**config.mk**
```make
export PLATFORM = sky130hd
export DESIGN_NAME = mem_req_ctrl
export DESIGN_NICKNAME = d
export VERILOG_FILES = /design/src/rtl/mem_req_ctrl.sv
export SDC_FILE = /design/constraint.sdc
export NUM_CORES = 1
export LEC_CHECK = 0
export CAP_MARGIN = 5
export CELL_PAD_IN_SITES_DETAIL_PLACEMENT = 1
export CELL_PAD_IN_SITES_GLOBAL_PLACEMENT = 1
export CORE_MARGIN = 2
export CORE_UTILIZATION = 52
export DETAILED_ROUTE_END_ITERATION = 6
export DONT_BUFFER_PORTS = 1
export GPL_TIMING_DRIVEN = 0
export MAX_ROUTING_LAYER = met4
export PLACE_DENSITY = 0.79
export SLEW_MARGIN = 20
export SYNTH_ARGS = -nofsm -noshare
export SYNTH_HDL_FRONTEND = slang
export SYNTH_SLANG_ARGS = --single-unit
```
**constraint.sdc**
```tcl
create_clock -name clk -period 3.9 [get_ports clk]
set_clock_uncertainty 0.1 [all_clocks]
set_input_delay 0.39 -clock clk [delete_from_list [all_inputs] [get_ports clk]]
set_output_delay 0.39 -clock clk [all_outputs]
set_load 0.02 [all_outputs]
```
**src/rtl/mem_req_ctrl.sv**
```systemverilog
`default_nettype none
// ============================================================================
// Module      : mem_req_ctrl
// Description : Single-outstanding request controller in front of a
//               synchronous single-port memory. Accepts one read or write
//               request at a time, drives the memory strobes for exactly
//               one cycle, and returns read data through a registered
//               valid/ready response channel. Counts completed writes and
//               completed reads with 8-bit wrapping counters.
// Revision    : 1.0 - initial release
// ----------------------------------------------------------------------------
// Ports
//   clk          in   clock, all state updates on the rising edge
//   rst          in   asynchronous active-high reset
//   req_valid    in   requester presents a request
//   req_ready    out  controller accepts a request this cycle (IDLE only)
//   req_write    in   1 = write, 0 = read
//   req_addr     in   [ADDR_W] target address
//   req_wdata    in   [DATA_W] write data (ignored for reads)
//   rsp_valid    out  read data available on rsp_data
//   rsp_ready    in   requester consumes the response
//   rsp_data     out  [DATA_W] registered read data
//   mem_read     out  memory read strobe
//   mem_write    out  memory write strobe
//   mem_addr     out  [ADDR_W] memory address
//   mem_data_in  out  [DATA_W] memory write data
//   mem_data_out in   [DATA_W] memory read data (registered by the memory)
//   wr_cnt       out  [8] completed writes, wraps 255 -> 0
//   rd_cnt       out  [8] completed reads, wraps 255 -> 0
// ============================================================================
module mem_req_ctrl #(
  parameter int ADDR_W = 5,
  parameter int DATA_W = 8
) (
  input  logic              clk,
  input  logic              rst,
  input  logic              req_valid,
  output logic              req_ready,
  input  logic              req_write,
  input  logic [ADDR_W-1:0] req_addr,
  input  logic [DATA_W-1:0] req_wdata,
  output logic              rsp_valid,
  input  logic              rsp_ready,
  output logic [DATA_W-1:0] rsp_data,
  output logic              mem_read,
  output logic              mem_write,
  output logic [ADDR_W-1:0] mem_addr,
  output logic [DATA_W-1:0] mem_data_in,
  input  logic [DATA_W-1:0] mem_data_out,
  output logic [7:0]        wr_cnt,
  output logic [7:0]        rd_cnt
);

  typedef enum logic [2:0] {
    IDLE    = 3'd0,
    WR      = 3'd1,
    RD      = 3'd2,
    RD_WAIT = 3'd3,
    RSP     = 3'd4
  } state_e;

  state_e              state_q,    state_d;
  logic                ready_q,    ready_d;
  logic [ADDR_W-1:0]   mem_addr_q, mem_addr_d;
  logic [DATA_W-1:0]   mem_data_q, mem_data_d;
  logic [DATA_W-1:0]   rsp_data_q, rsp_data_d;
  logic [7:0]          wr_cnt_q,   wr_cnt_d;
  logic [7:0]          rd_cnt_q,   rd_cnt_d;

  // --------------------------------------------------------------------------
  // State register
  // --------------------------------------------------------------------------
  always_ff @(posedge clk or posedge rst) begin
    if (rst) begin
      state_q    <= IDLE;
      ready_q    <= 1'b0;
      mem_addr_q <= '0;
      mem_data_q <= '0;
      rsp_data_q <= '0;
      wr_cnt_q   <= 8'd0;
      rd_cnt_q   <= 8'd0;
    end else begin
      state_q    <= state_d;
      ready_q    <= ready_d;
      mem_addr_q <= mem_addr_d;
      mem_data_q <= mem_data_d;
      rsp_data_q <= rsp_data_d;
      wr_cnt_q   <= wr_cnt_d;
      rd_cnt_q   <= rd_cnt_d;
    end
  end

  // --------------------------------------------------------------------------
  // Next-state logic
  // --------------------------------------------------------------------------
  always_comb begin
    state_d    = state_q;
    mem_addr_d = mem_addr_q;
    mem_data_d = mem_data_q;
    rsp_data_d = rsp_data_q;
    wr_cnt_d   = wr_cnt_q;
    rd_cnt_d   = rd_cnt_q;

    case (state_q)
      IDLE: begin
        // ready_q is only ever high in IDLE, so it doubles as the accept gate.
        // Write data is latched for reads too; it is simply never strobed.
        if (req_valid && ready_q) begin
          mem_addr_d = req_addr;
          mem_data_d = req_wdata;
          state_d    = req_write ? WR : RD;
        end
      end
      WR: begin
        wr_cnt_d = wr_cnt_q + 8'd1;
        state_d  = IDLE;
      end
      RD: begin
        state_d = RD_WAIT;
      end
      RD_WAIT: begin
        // The memory registered its output on the edge that ended RD.
        rsp_data_d = mem_data_out;
        state_d    = RSP;
      end
      RSP: begin
        if (rsp_ready) begin
          rd_cnt_d = rd_cnt_q + 8'd1;
          state_d  = IDLE;
        end
      end
      default: begin
        state_d = IDLE;
      end
    endcase
  end

  // req_ready is registered from the next state rather than decoded from the
  // current one, so it stays low while reset is released and only rises on
  // the first clock edge afterwards.
  always_comb begin
    ready_d = (state_d == IDLE);
  end

  // --------------------------------------------------------------------------
  // Outputs
  // --------------------------------------------------------------------------
  assign req_ready   = ready_q;
  assign mem_write   = (state_q == WR);
  assign mem_read    = (state_q == RD);
  assign rsp_valid   = (state_q == RSP);
  assign mem_addr    = mem_addr_q;
  assign mem_data_in = mem_data_q;
  assign rsp_data    = rsp_data_q;
  assign wr_cnt      = wr_cnt_q;
  assign rd_cnt      = rd_cnt_q;

endmodule
`default_nettype wire

```
==> flow_metrics.env <==
export IMPL_htreeDepth=2
export IMPL_crit_type="reg -> out"
export IMPL_start_util_pct=53.5
export IMPL_cp_cell_sequence="buf_6, nor3b_1"
export IMPL_nNetsFinal=160
export IMPL_cp_max_fo=9
export IMPL_endpoint_kind="primary output"
export IMPL_setup_viol=0
export IMPL_fillers=335
export IMPL_ctsHoldBuffers=1
export IMPL_port_buffers=0
export IMPL_io_pins=67
export IMPL_ant_nets=0
export IMPL_grt_pass1_wl_um=5390
export IMPL_drt_wl_total_um=3140
export IMPL_drv_slew=0
export IMPL_fp_dieW_um=62.4
export IMPL_crit_start="state_q[0]$_DFF_PP0_"
export IMPL_synth_warnings=0
export IMPL_timing_fmax_mhz=484
export IMPL_die_h_um=62.4
export IMPL_dp_hpwl_um=2380
export IMPL_clk_latency_ps=340
export IMPL_rows=21
export IMPL_holdCritPathClass="in -> reg"
export IMPL_vdd_drop_max_mv=0.459
export IMPL_diodes=0
export IMPL_p_total_mw=1.64
export IMPL_dieArea_mm2=0.00389
export IMPL_synth_edff_count=0
export IMPL_syn_inst=123
export IMPL_vias_per_cell=5.61
export IMPL_crit_buf_inv=1
export IMPL_tns_ps=0
export IMPL_hold_violations=0
export IMPL_grt_max_degree=27
export IMPL_cp_data_required_time_ps=3410
export IMPL_grt_use_total_pct=18.9
export IMPL_maxSlewHeadroom_pct=43.5
export IMPL_clk_pin_slew_ps=110
export IMPL_yosys_area_top_type="dfrtp_1"
export IMPL_critPathLaunchType="register"
export IMPL_firstDrtPassIters=2
export IMPL_slowest_stage="nor3b_1"
export IMPL_post_cts_setup_buffers=0
export IMPL_cpPeakStageDelay_ps=700
export IMPL_cts_buffers_inserted=5
export IMPL_synth_area_mm2=0.00177
export IMPL_worst_pin_slew_ps=846
export IMPL_synth_area_top_cells="dfrtp_1, mux2_2, mux2_4, xnor2_1, xor2_1"
export IMPL_finalCritPeriodShare_pct=53.0
export IMPL_cap_violations=0
export IMPL_netlist_top_cells_count="dfrtp_1, mux2_2, mux2_4, xnor2_1, xor2_1"
export IMPL_drc=0
export IMPL_ys_seq_area_share_pct=57.9
export IMPL_routabilityCongestion=0.661
export IMPL_r2r_start="req_ready$_DFF_PP0_"
export IMPL_power_leakage_nw=0.899
export IMPL_synth_top_area_share_pct=57.9
export IMPL_layout_drive_gt1_share_pct=30.8
export IMPL_status="completed"
export IMPL_path_delay_family="simple AND/OR/NAND/NOR gates"
export IMPL_yosysMostFrequentCell="dfrtp_1"
export IMPL_setup_ws_ps=1830
export IMPL_cts_tree="yes"
export IMPL_p_per_area_mw_per_mm2=845
export IMPL_cp_arrival_ps=1580
export IMPL_rsz0062_at_grt="no"
export IMPL_ys_seq_elements=41
export IMPL_synthesis_nets=151
export IMPL_grt_pass1_vias=1103
export IMPL_cts_resized=0
export IMPL_vias=1004
export IMPL_wl_per_cell_um=17.5
export IMPL_layout_min_cycle_time_ps=2070
export IMPL_root_buffer="clkbuf_4"
export IMPL_synth_flop_cell="dfrtp_1"
export IMPL_clock_sinks=41
export IMPL_syn2layout_area_growth_pct=9.32
export IMPL_synth_distinct_cells=28
export IMPL_coreArea_mm2=0.00331
export IMPL_grt_ovfl_total=0
export IMPL_synth_avg_cell_area_um2=14.4
export IMPL_antenna_found_initial=0
export IMPL_hp_start="rsp_ready"
export IMPL_clockBufferDepth=2
export IMPL_async_flop_share_pct=100
export IMPL_dp_slack_ps=2150
export IMPL_drt_initial_drc_count=34
cell usage in the layout (no fill, tap or decap), types with 2 or more instances in the layout:
cell type	synthesis	layout
clkbuf_4	0	5
ha_1	2	2
mux2_2	14	14
and3_1	2	2
xnor2_1	7	7
buf_6	3	3
nor3_1	3	3
xor2_1	7	7
clkbuf_8	0	2
mux2_4	9	9
nor2_1	4	4
nand2_1	5	5
nand4_1	4	4
dfrtp_1	41	41
nor4_4	2	2
inv_1	4	3
nand3_1	3	3
through the flow:
| step | utilization (%) | area, um^2 | std cells | hold WS [ps] |
|---|---|---|---|---|
| after CTS | 58.5 | 1940 | 179 | 18.0 |
| after floorplan | - | 1770 | 123 | 388 |
| final | 58.5 | 1940 | 179 | 40.8 |
| after detailed placement | 56.1 | 1860 | 170 | 179 |
| after global routing | 58.5 | 1940 | 179 | 8.23 |
| after global placement | 55.3 | 1830 | 169 | 388 |
per-layer routing:
metal  routed length [um]  global-route usage, %  up-vias
met3                  296                   8.65        6
li1                     -                      -      440
met4                   51                   6.67        0
met5                    0                      -        -
met2                 1580                   29.3       44
met1                 1210                   21.8      514
layout make-up:
class                           instances  area [um^2]  area share (%)
Multi-Input combinational cell         73          674            34.8
Buffer                                  5         56.3            2.91
Timing Repair Buffer                    2         37.5            1.94
Sequential cell                        41         1030            53.0
Clock inverter                          1         5.00           0.258
Tap cell                               46         57.6            2.97
Clock buffer                            7         65.1            3.36
Inverter                                4         15.0           0.775
worst paths after layout:
check,slack (ps),to,cells past startpoint
min reg2reg,480,state_q[0]$_DFF_PP0_,2
max in group asynchronous,2880,rsp_data[5]$_DFFE_PP0N_,3
min,40,state_q[2]$_DFF_PP0_,1
max,1830,mem_read,2
max reg2reg,2140,mem_data_in[6]$_DFFE_PP0P_,4
min in group asynchronous,370,state_q[0]$_DFF_PP0_,2
logic make-up (layout without fill, tap and decap cells):
logic type / count (synthesis) / count (layout) / share of synthesized area, %
multiplexers: 23 / 23 / 16.5
buffers and inverters: 9 / 19 / 4.02
adder cells (fa/ha/maj): 2 / 2 / 1.41
AND/OR/NAND/NOR: 29 / 29 / 11.4
XOR/XNOR: 14 / 14 / 6.92
flip-flops: 41 / 41 / 57.9
AO/OA/AOI/OAI: 5 / 5 / 1.84
flip-flops by register name, indices dropped and copies added (netlist names):
signal	cells
mem_data_in	8
rd_cnt	8
rsp_data	8
wr_cnt	8
mem_addr	5
state_q	3
req_ready	1
power by group:
part	leakage, nW	internal (mW)	switching, mW
Sequential	0.508	0.594	0.338
Combinational	0.350	0.270	0.198
Clock	0.0413	0.105	0.131
No activity file was read; power rests on OpenSTA's default activity.
